$ cat src/rtl/ct_lsu_wmb_cmplt_queue_if.sv
// Completion-request handshake between the WMB, the completion queue and the
// store WB stage, plus the flush, stall and empty sideband signals.
interface ct_lsu_wmb_cmplt_queue_if;
    logic       rtu_yy_xx_flush;
    logic       wmb_cq_enq_vld;
    logic [6:0] wmb_cq_enq_iid;
    logic       wmb_cq_enq_inst_flush;
    logic       wmb_cq_enq_spec_fail;
    logic       wmb_cq_enq_bkpta_data;
    logic       wmb_cq_enq_bkptb_data;
    logic       cq_wmb_enq_grnt;
    logic       st_wb_wmb_cmplt_grnt;
    logic       wmb_st_wb_cmplt_req;
    logic [6:0] wmb_st_wb_iid;
    logic       wmb_st_wb_inst_flush;
    logic       wmb_st_wb_spec_fail;
    logic       wmb_st_wb_bkpta_data;
    logic       wmb_st_wb_bkptb_data;
    logic       cq_st_da_stall_req;
    logic       cq_empty;

    // Queue side.
    modport slave (
        input  rtu_yy_xx_flush, wmb_cq_enq_vld, wmb_cq_enq_iid, wmb_cq_enq_inst_flush,
               wmb_cq_enq_spec_fail, wmb_cq_enq_bkpta_data, wmb_cq_enq_bkptb_data,
               st_wb_wmb_cmplt_grnt,
        output cq_wmb_enq_grnt, wmb_st_wb_cmplt_req, wmb_st_wb_iid, wmb_st_wb_inst_flush,
               wmb_st_wb_spec_fail, wmb_st_wb_bkpta_data, wmb_st_wb_bkptb_data,
               cq_st_da_stall_req, cq_empty
    );

    // WMB / RTU / WB side.
    modport master (
        output rtu_yy_xx_flush, wmb_cq_enq_vld, wmb_cq_enq_iid, wmb_cq_enq_inst_flush,
               wmb_cq_enq_spec_fail, wmb_cq_enq_bkpta_data, wmb_cq_enq_bkptb_data,
               st_wb_wmb_cmplt_grnt,
        input  cq_wmb_enq_grnt, wmb_st_wb_cmplt_req, wmb_st_wb_iid, wmb_st_wb_inst_flush,
               wmb_st_wb_spec_fail, wmb_st_wb_bkpta_data, wmb_st_wb_bkptb_data,
               cq_st_da_stall_req, cq_empty
    );
endinterface

$ cat src/rtl/ct_lsu_wmb_cmplt_queue.sv
// In-order completion-request queue between the WMB and the store WB stage.
// The head is offered to WB; a starvation counter raises a DA stall request
// when the fixed-priority DA pipe keeps the head ungranted for too long.
module ct_lsu_wmb_cmplt_queue #(
    parameter int unsigned DEPTH         = 4,
    parameter int unsigned PTR_W         = 2,
    parameter int unsigned STARVE_THRESH = 8
) (
    input logic                     ctrl_st_clk,
    input logic                     cpurst_b,
    ct_lsu_wmb_cmplt_queue_if.slave cq_if
);

    localparam int unsigned EntW = 11;
    localparam logic [PTR_W:0] DepthCnt = (PTR_W + 1)'(DEPTH);
    localparam logic [7:0] Thresh = 8'(STARVE_THRESH);

    logic [EntW-1:0]  entry_q [DEPTH];
    logic [EntW-1:0]  entry_d [DEPTH];
    logic [PTR_W-1:0] rd_ptr_q, rd_ptr_d;
    logic [PTR_W-1:0] wr_ptr_q, wr_ptr_d;
    logic [PTR_W:0]   count_q, count_d;
    logic [7:0]       starve_cnt_q, starve_cnt_d;

    logic            head_vld;
    logic            deq;
    logic            enq;
    logic [EntW-1:0] head;
    logic [EntW-1:0] enq_ent;

    // Head presentation, handshake decode and anti-starvation stall.
    always_comb begin
        head_vld = (count_q != '0);
        head     = head_vld ? entry_q[rd_ptr_q] : '0;
        deq      = cq_if.st_wb_wmb_cmplt_grnt && head_vld;
        // A pop in the same cycle frees a slot, so a full queue may still accept.
        enq      = cq_if.wmb_cq_enq_vld && !cq_if.rtu_yy_xx_flush &&
                   ((count_q < DepthCnt) || deq);
        enq_ent  = {cq_if.wmb_cq_enq_iid, cq_if.wmb_cq_enq_inst_flush,
                    cq_if.wmb_cq_enq_spec_fail, cq_if.wmb_cq_enq_bkpta_data,
                    cq_if.wmb_cq_enq_bkptb_data};

        cq_if.cq_wmb_enq_grnt      = enq;
        cq_if.wmb_st_wb_cmplt_req  = head_vld;
        cq_if.wmb_st_wb_iid        = head[10:4];
        cq_if.wmb_st_wb_inst_flush = head[3];
        cq_if.wmb_st_wb_spec_fail  = head[2];
        cq_if.wmb_st_wb_bkpta_data = head[1];
        cq_if.wmb_st_wb_bkptb_data = head[0];
        cq_if.cq_empty             = !head_vld;
        // Drops in the grant cycle so DA is not stalled once WB has taken the head.
        cq_if.cq_st_da_stall_req   = head_vld && (starve_cnt_q >= Thresh) &&
                                     !cq_if.rtu_yy_xx_flush && !cq_if.st_wb_wmb_cmplt_grnt;
    end

    // Next-state for storage, pointers, occupancy and starvation counter.
    always_comb begin
        entry_d      = entry_q;
        rd_ptr_d     = rd_ptr_q;
        wr_ptr_d     = wr_ptr_q;
        count_d      = count_q;
        starve_cnt_d = starve_cnt_q;

        if (cq_if.rtu_yy_xx_flush) begin
            rd_ptr_d     = '0;
            wr_ptr_d     = '0;
            count_d      = '0;
            starve_cnt_d = '0;
        end else begin
            if (enq) begin
                entry_d[wr_ptr_q] = enq_ent;
                wr_ptr_d          = wr_ptr_q + 1'b1;
            end
            if (deq) begin
                rd_ptr_d = rd_ptr_q + 1'b1;
            end
            unique case ({enq, deq})
                2'b10:   count_d = count_q + 1'b1;
                2'b01:   count_d = count_q - 1'b1;
                default: count_d = count_q;
            endcase
            if (deq || !head_vld) begin
                starve_cnt_d = '0;
            end else if (starve_cnt_q != 8'hff) begin
                starve_cnt_d = starve_cnt_q + 1'b1;
            end
        end
    end

    // State registers with asynchronous active-low reset.
    always_ff @(posedge ctrl_st_clk or negedge cpurst_b) begin
        if (!cpurst_b) begin
            for (int i = 0; i < DEPTH; i++) begin
                entry_q[i] <= '0;
            end
            rd_ptr_q     <= '0;
            wr_ptr_q     <= '0;
            count_q      <= '0;
            starve_cnt_q <= '0;
        end else begin
            entry_q      <= entry_d;
            rd_ptr_q     <= rd_ptr_d;
            wr_ptr_q     <= wr_ptr_d;
            count_q      <= count_d;
            starve_cnt_q <= starve_cnt_d;
        end
    end

endmodule

$ cat src/flat_wrapper.sv
// flat-port wrapper written by rule: the top's interface ports become plain ports
module ct_lsu_wmb_cmplt_queue_flat 
#(
    parameter int unsigned DEPTH         = 4,
    parameter int unsigned PTR_W         = 2,
    parameter int unsigned STARVE_THRESH = 8
)
  (ctrl_st_clk, cpurst_b, cq_if_rtu_yy_xx_flush, cq_if_wmb_cq_enq_vld, cq_if_wmb_cq_enq_iid, cq_if_wmb_cq_enq_inst_flush, cq_if_wmb_cq_enq_spec_fail, cq_if_wmb_cq_enq_bkpta_data, cq_if_wmb_cq_enq_bkptb_data, cq_if_st_wb_wmb_cmplt_grnt, cq_if_cq_wmb_enq_grnt, cq_if_wmb_st_wb_cmplt_req, cq_if_wmb_st_wb_iid, cq_if_wmb_st_wb_inst_flush, cq_if_wmb_st_wb_spec_fail, cq_if_wmb_st_wb_bkpta_data, cq_if_wmb_st_wb_bkptb_data, cq_if_cq_st_da_stall_req, cq_if_cq_empty);
  ct_lsu_wmb_cmplt_queue_if cq_if_i ();
  input logic ctrl_st_clk;
  input logic cpurst_b;
  input wire logic [$bits(cq_if_i.rtu_yy_xx_flush)-1:0] cq_if_rtu_yy_xx_flush;
  input wire logic [$bits(cq_if_i.wmb_cq_enq_vld)-1:0] cq_if_wmb_cq_enq_vld;
  input wire logic [$bits(cq_if_i.wmb_cq_enq_iid)-1:0] cq_if_wmb_cq_enq_iid;
  input wire logic [$bits(cq_if_i.wmb_cq_enq_inst_flush)-1:0] cq_if_wmb_cq_enq_inst_flush;
  input wire logic [$bits(cq_if_i.wmb_cq_enq_spec_fail)-1:0] cq_if_wmb_cq_enq_spec_fail;
  input wire logic [$bits(cq_if_i.wmb_cq_enq_bkpta_data)-1:0] cq_if_wmb_cq_enq_bkpta_data;
  input wire logic [$bits(cq_if_i.wmb_cq_enq_bkptb_data)-1:0] cq_if_wmb_cq_enq_bkptb_data;
  input wire logic [$bits(cq_if_i.st_wb_wmb_cmplt_grnt)-1:0] cq_if_st_wb_wmb_cmplt_grnt;
  output wire logic [$bits(cq_if_i.cq_wmb_enq_grnt)-1:0] cq_if_cq_wmb_enq_grnt;
  output wire logic [$bits(cq_if_i.wmb_st_wb_cmplt_req)-1:0] cq_if_wmb_st_wb_cmplt_req;
  output wire logic [$bits(cq_if_i.wmb_st_wb_iid)-1:0] cq_if_wmb_st_wb_iid;
  output wire logic [$bits(cq_if_i.wmb_st_wb_inst_flush)-1:0] cq_if_wmb_st_wb_inst_flush;
  output wire logic [$bits(cq_if_i.wmb_st_wb_spec_fail)-1:0] cq_if_wmb_st_wb_spec_fail;
  output wire logic [$bits(cq_if_i.wmb_st_wb_bkpta_data)-1:0] cq_if_wmb_st_wb_bkpta_data;
  output wire logic [$bits(cq_if_i.wmb_st_wb_bkptb_data)-1:0] cq_if_wmb_st_wb_bkptb_data;
  output wire logic [$bits(cq_if_i.cq_st_da_stall_req)-1:0] cq_if_cq_st_da_stall_req;
  output wire logic [$bits(cq_if_i.cq_empty)-1:0] cq_if_cq_empty;
  assign cq_if_i.rtu_yy_xx_flush = cq_if_rtu_yy_xx_flush;
  assign cq_if_i.wmb_cq_enq_vld = cq_if_wmb_cq_enq_vld;
  assign cq_if_i.wmb_cq_enq_iid = cq_if_wmb_cq_enq_iid;
  assign cq_if_i.wmb_cq_enq_inst_flush = cq_if_wmb_cq_enq_inst_flush;
  assign cq_if_i.wmb_cq_enq_spec_fail = cq_if_wmb_cq_enq_spec_fail;
  assign cq_if_i.wmb_cq_enq_bkpta_data = cq_if_wmb_cq_enq_bkpta_data;
  assign cq_if_i.wmb_cq_enq_bkptb_data = cq_if_wmb_cq_enq_bkptb_data;
  assign cq_if_i.st_wb_wmb_cmplt_grnt = cq_if_st_wb_wmb_cmplt_grnt;
  assign cq_if_cq_wmb_enq_grnt = cq_if_i.cq_wmb_enq_grnt;
  assign cq_if_wmb_st_wb_cmplt_req = cq_if_i.wmb_st_wb_cmplt_req;
  assign cq_if_wmb_st_wb_iid = cq_if_i.wmb_st_wb_iid;
  assign cq_if_wmb_st_wb_inst_flush = cq_if_i.wmb_st_wb_inst_flush;
  assign cq_if_wmb_st_wb_spec_fail = cq_if_i.wmb_st_wb_spec_fail;
  assign cq_if_wmb_st_wb_bkpta_data = cq_if_i.wmb_st_wb_bkpta_data;
  assign cq_if_wmb_st_wb_bkptb_data = cq_if_i.wmb_st_wb_bkptb_data;
  assign cq_if_cq_st_da_stall_req = cq_if_i.cq_st_da_stall_req;
  assign cq_if_cq_empty = cq_if_i.cq_empty;
  ct_lsu_wmb_cmplt_queue #(.DEPTH(DEPTH), .PTR_W(PTR_W), .STARVE_THRESH(STARVE_THRESH)) u_core (.ctrl_st_clk(ctrl_st_clk), .cpurst_b(cpurst_b), .cq_if(cq_if_i));
endmodule
$ cat config.mk
export PLATFORM = sky130hd
export DESIGN_NAME = ct_lsu_wmb_cmplt_queue_flat
export DESIGN_NICKNAME = d
export VERILOG_FILES = /design/src/rtl/ct_lsu_wmb_cmplt_queue_if.sv /design/src/rtl/ct_lsu_wmb_cmplt_queue.sv /design/src/flat_wrapper.sv
export SDC_FILE = /design/constraint.sdc
export NUM_CORES = 1
export LEC_CHECK = 0
export ABC_CLOCK_PERIOD_IN_PS = 3000
export CORE_UTILIZATION = 30
export CTS_BUF_LIST = sky130_fd_sc_hd__clkbuf_16
export DETAILED_ROUTE_END_ITERATION = 10
export SYNTH_ARGS = -nofsm -noshare
export SYNTH_HDL_FRONTEND = slang
export SYNTH_SLANG_ARGS = --single-unit
$ cat constraint.sdc
create_clock -name ctrl_st_clk -period 3 [get_ports ctrl_st_clk]
set_clock_uncertainty 0.05 [all_clocks]
set_input_delay 0.45 -clock ctrl_st_clk [delete_from_list [all_inputs] [get_ports ctrl_st_clk]]
set_output_delay 0.45 -clock ctrl_st_clk [all_outputs]
set_load 0.02 [all_outputs]
==> qor.log <==
[routing] detailed-route DRC error count 0
[placed_design] global placer's final weighted congestion 0.762
[yosys] most used flip-flop cell after synthesis sky130_fd_sc_hd__dfrtp_1
[routing] Routed WL per cell 15.6 µm
[global_route] global-route wire length before repair 10.8 mm
[timing] unrepaired setup endpoints after global routing false
[placed_design] cell area after placement 3680 µm²
[timing] final-report max-slew violation count 0
[timing] setup TNS after final layout 0 ns
[yosys] number of cells produced by synthesis 235
[critical_path] critical path required time 2.50 ns
[yosys] largest family of logic cells by synthesized area multiplexers
[run] max-capacitance violation count 0
[cells_and_area] number of nets in the layout 294
[cells_and_area] count of filler cells inserted in the layout 1012
[yosys] number of register bits inferred by synthesis 59
[cells_and_area] ratio of cells with drive above 1 in the final layout 31.3%
[yosys] synth cell count leaders 59 x sky130_fd_sc_hd__dfrtp_1, 40 x sky130_fd_sc_hd__mux2_4, 11 x sky130_fd_sc_hd__and2_1
[timing] Tmin final 2.76 ns
[critical_path] Worst setup startpoint u_core.rd_ptr_q[0]
[floorplan] I/O pin count 31
[power_and_ir_drop] leakage power of the design 1.78 nW
[clocking] Reg clk slew, reported paths 0.05 ns
[yosys] area share of the largest cell type after synthesis 45.5%
[clocking] CTS tree done
[power_and_ir_drop] power per unit of standard cell area 755 nW/µm²
[yosys] area fraction in compound gates after synthesis 6.67%
[floorplan] Cell Rows 37
[critical_path] Crit Reg-Reg Endpoint u_core.count_q[2]
[yosys] register area share after synthesis 45.5%
[timing] Tightest Pin Transition 0.709 ns
[routing] Via density 4.78
[clocking] number of H-tree levels 3
[critical_path] startpoint of the lowest-slack register-to-register path u_core.count_q[2]
[timing] final hold violation count 0
[yosys] most area-hungry cell type in the Yosys netlist sky130_fd_sc_hd__dfrtp_1
[yosys] simple-gate portion of the synthesized area 11.3%
[critical_path] Worst Reg2Reg Path Length in Cells 7
[cells_and_area] diode insertion count for antenna repair 0
[yosys] area share of fa/ha/maj cells after synthesis 2.93%
[routing] detailed-routing iteration count for the pre-antenna-repair pass 4
[clocking] buffer count from post-CTS setup fixing 0
[yosys] dominant cells by area after synthesis sky130_fd_sc_hd__dfrtp_1 45%, sky130_fd_sc_hd__mux2_4 18%, sky130_fd_sc_hd__mux4_2 6.9%, sky130_fd_sc_hd__buf_6 2.8%, sky130_fd_sc_hd__ha_1 2.3%
[cells_and_area] Reg area 1480 µm²
[global_route] overflow left after global routing 0
[cells_and_area] post-route cell area 4010 µm²
[floorplan] core area 10400 µm²
[cells_and_area] area of combinational cells with multiple inputs 1610 µm²
[global_route] antenna violations before repair 0
[min_path] hold crit path type in2async
[cells_and_area] final core utilization 38.5%
[yosys] Syn Std Cell Area 3250 µm²
[clocking] clock insertion delay at the later pin of the skew report 0.32 ns
[critical_path] CP Max Fanout 9
[clocking] CTS buffer count 9
[clocking] Clock Root Buffer sky130_fd_sc_hd__clkbuf_16
[floorplan] Die Span Y 106 µm
[timing] Setup violations, final 0
[yosys] number of warnings issued by yosys 0
[floorplan] area enclosed by the die boundary 11200 µm²
[yosys] Post-Syn Nets 258
[global_route] via count of the first global-routing pass 2016
[routing] overall via count from detail_route 1964
[clocking] Num Clock Sinks 59
[timing] max-slew headroom at the worst pin 52.7%
[routing] initial drt markers 56
[cells_and_area] Synth-to-Final Area Change 23.6%
[critical_path] data arrival time at the worst-slack endpoint 2.26 ns
[critical_path] WS Path Type reg2out
[floorplan] starting density of the core 31.2%
[global_route] Overall Global Routing Usage 12.4%
[yosys] fraction of synthesis flops using an asynchronous set or reset pin 100%
[yosys] unique cell type count in the Yosys netlist 47
[clocking] PostCTS Resize Cnt 0
[timing] maximum operating frequency 362 MHz
[global_route] maximum number of pins on one net before global-route repair 32
[floorplan] width of the chip 106 µm
[yosys] Mean Syn Cell Area 13.8 µm²
[outcome] status completed
[yosys] EDFF count, synth 0
[critical_path] startpoint type of the worst setup path flip-flop
[placed_design] quantity of I/O buffers inserted on ports 30
[clocking] Max clock buf depth 2
[yosys] most numerous cell in the Yosys netlist sky130_fd_sc_hd__dfrtp_1
[yosys] XOR/XNOR share of the synthesized area 0.539%
[critical_path] flop-to-flop setup slack 1.08 ns
[power_and_ir_drop] maximum vdd drop 0.000374 V
[clocking] hold-fix buffers at CTS 0
[critical_path] crit path capture type output pin
[routing] final WL 6.40 mm
[yosys] multiplexer fraction of the synthesized cell area 28.2%
[routing] Detail Route Antenna Nets 0
[timing] share of the clock period used by the worst path after layout 92.1%
[placed_design] HPWL after detailed placement 4.15 mm
kinds of logic (layout without fill, tap and decap cells):
logic type               Yosys count  after routing
AND/OR/NAND/NOR                   59             59
AO/OA/AOI/OAI                     28             28
multiplexers                      57             57
flip-flops                        59             59
XOR/XNOR                           2              2
adder cells (fa/ha/maj)            7              7
buffers and inverters             23             63
critical path: stages, from the launching register on:
cell	delay, ns
sky130_fd_sc_hd__dfrtp_1	0.54
sky130_fd_sc_hd__buf_12	0.20
sky130_fd_sc_hd__mux4_2	0.50
sky130_fd_sc_hd__and2_1	0.17
sky130_fd_sc_hd__clkdlybuf4s50_1	0.54
stage by stage:
step,total power [mW],setup WS [ns],cells,hold slack (ns)
after floorplan,1.65,1.16,235,0.104
after global placement,1.87,0.390,396,0.432
after detailed placement,1.89,0.379,396,0.440
after CTS,3.06,0.192,411,0.154
after global routing,3.18,0.123,411,0.195
final,3.03,0.236,411,0.130
metal layers:
| layer | track usage, % | vias to the layer above | part of all wire [%] |
|---|---|---|---|
| met5 | 0 | - | 0 |
| met4 | 5.65 | 0 | 1.8 |
| met3 | 2.15 | 8 | 2.0 |
| met2 | 19.1 | 26 | 47 |
| met1 | 17.1 | 992 | 49 |
| li1 | - | 938 | - |
layout by cell type, fill, tap and decap left out, types with 5 or more instances in the layout:
cell type,instances
sky130_fd_sc_hd__mux4_2,10
sky130_fd_sc_hd__o21ai_0,5
sky130_fd_sc_hd__and2_1,11
sky130_fd_sc_hd__a21oi_1,9
sky130_fd_sc_hd__mux2_4,40
sky130_fd_sc_hd__nor2_1,7
sky130_fd_sc_hd__buf_4,7
sky130_fd_sc_hd__ha_1,6
sky130_fd_sc_hd__clkbuf_16,9
sky130_fd_sc_hd__nand3_1,8
sky130_fd_sc_hd__nor3_1,6
sky130_fd_sc_hd__dfrtp_1,59
sky130_fd_sc_hd__clkdlybuf4s50_1,29
sky130_fd_sc_hd__inv_1,10
sequential cells by signal, summed over array words and instances (netlist names):
| register | cells |
|---|---|
| u_core.entry_q | 44 |
| u_core.starve_cnt_q | 8 |
| u_core.count_q | 3 |
| u_core.rd_ptr_q | 2 |
| u_core.wr_ptr_q | 2 |
worst max path at each step:
stage | to | slack (ns) | cells after the start
final | cq_if_wmb_st_wb_inst_flush | 0.24 | 4
after global routing | cq_if_wmb_st_wb_bkpta_data | 0.12 | 4
after CTS | cq_if_wmb_st_wb_inst_flush | 0.19 | 4
after detailed placement | cq_if_cq_st_da_stall_req | 0.38 | 5
after global placement | cq_if_cq_st_da_stall_req | 0.39 | 5
after floorplan | cq_if_wmb_st_wb_iid[0] | 1.16 | 5
where the power goes:
part | internal, mW | total, mW | switching [mW]
registers | 0.980 | 1.10 | 0.116
logic | 0.486 | 0.781 | 0.294
clock network | 0.801 | 1.15 | 0.352
total | 2.27 | 3.03 | 0.763
final cells by class:
class,count,area share [%]
clock inverter,6,2.65
inverter,9,0.842
multi-input combinational,153,40.2
tap,136,4.24
timing repair buffer,39,9.67
clock buffer,9,5.61
sequential,59,36.8
No activity file was read; power rests on OpenSTA's default activity.
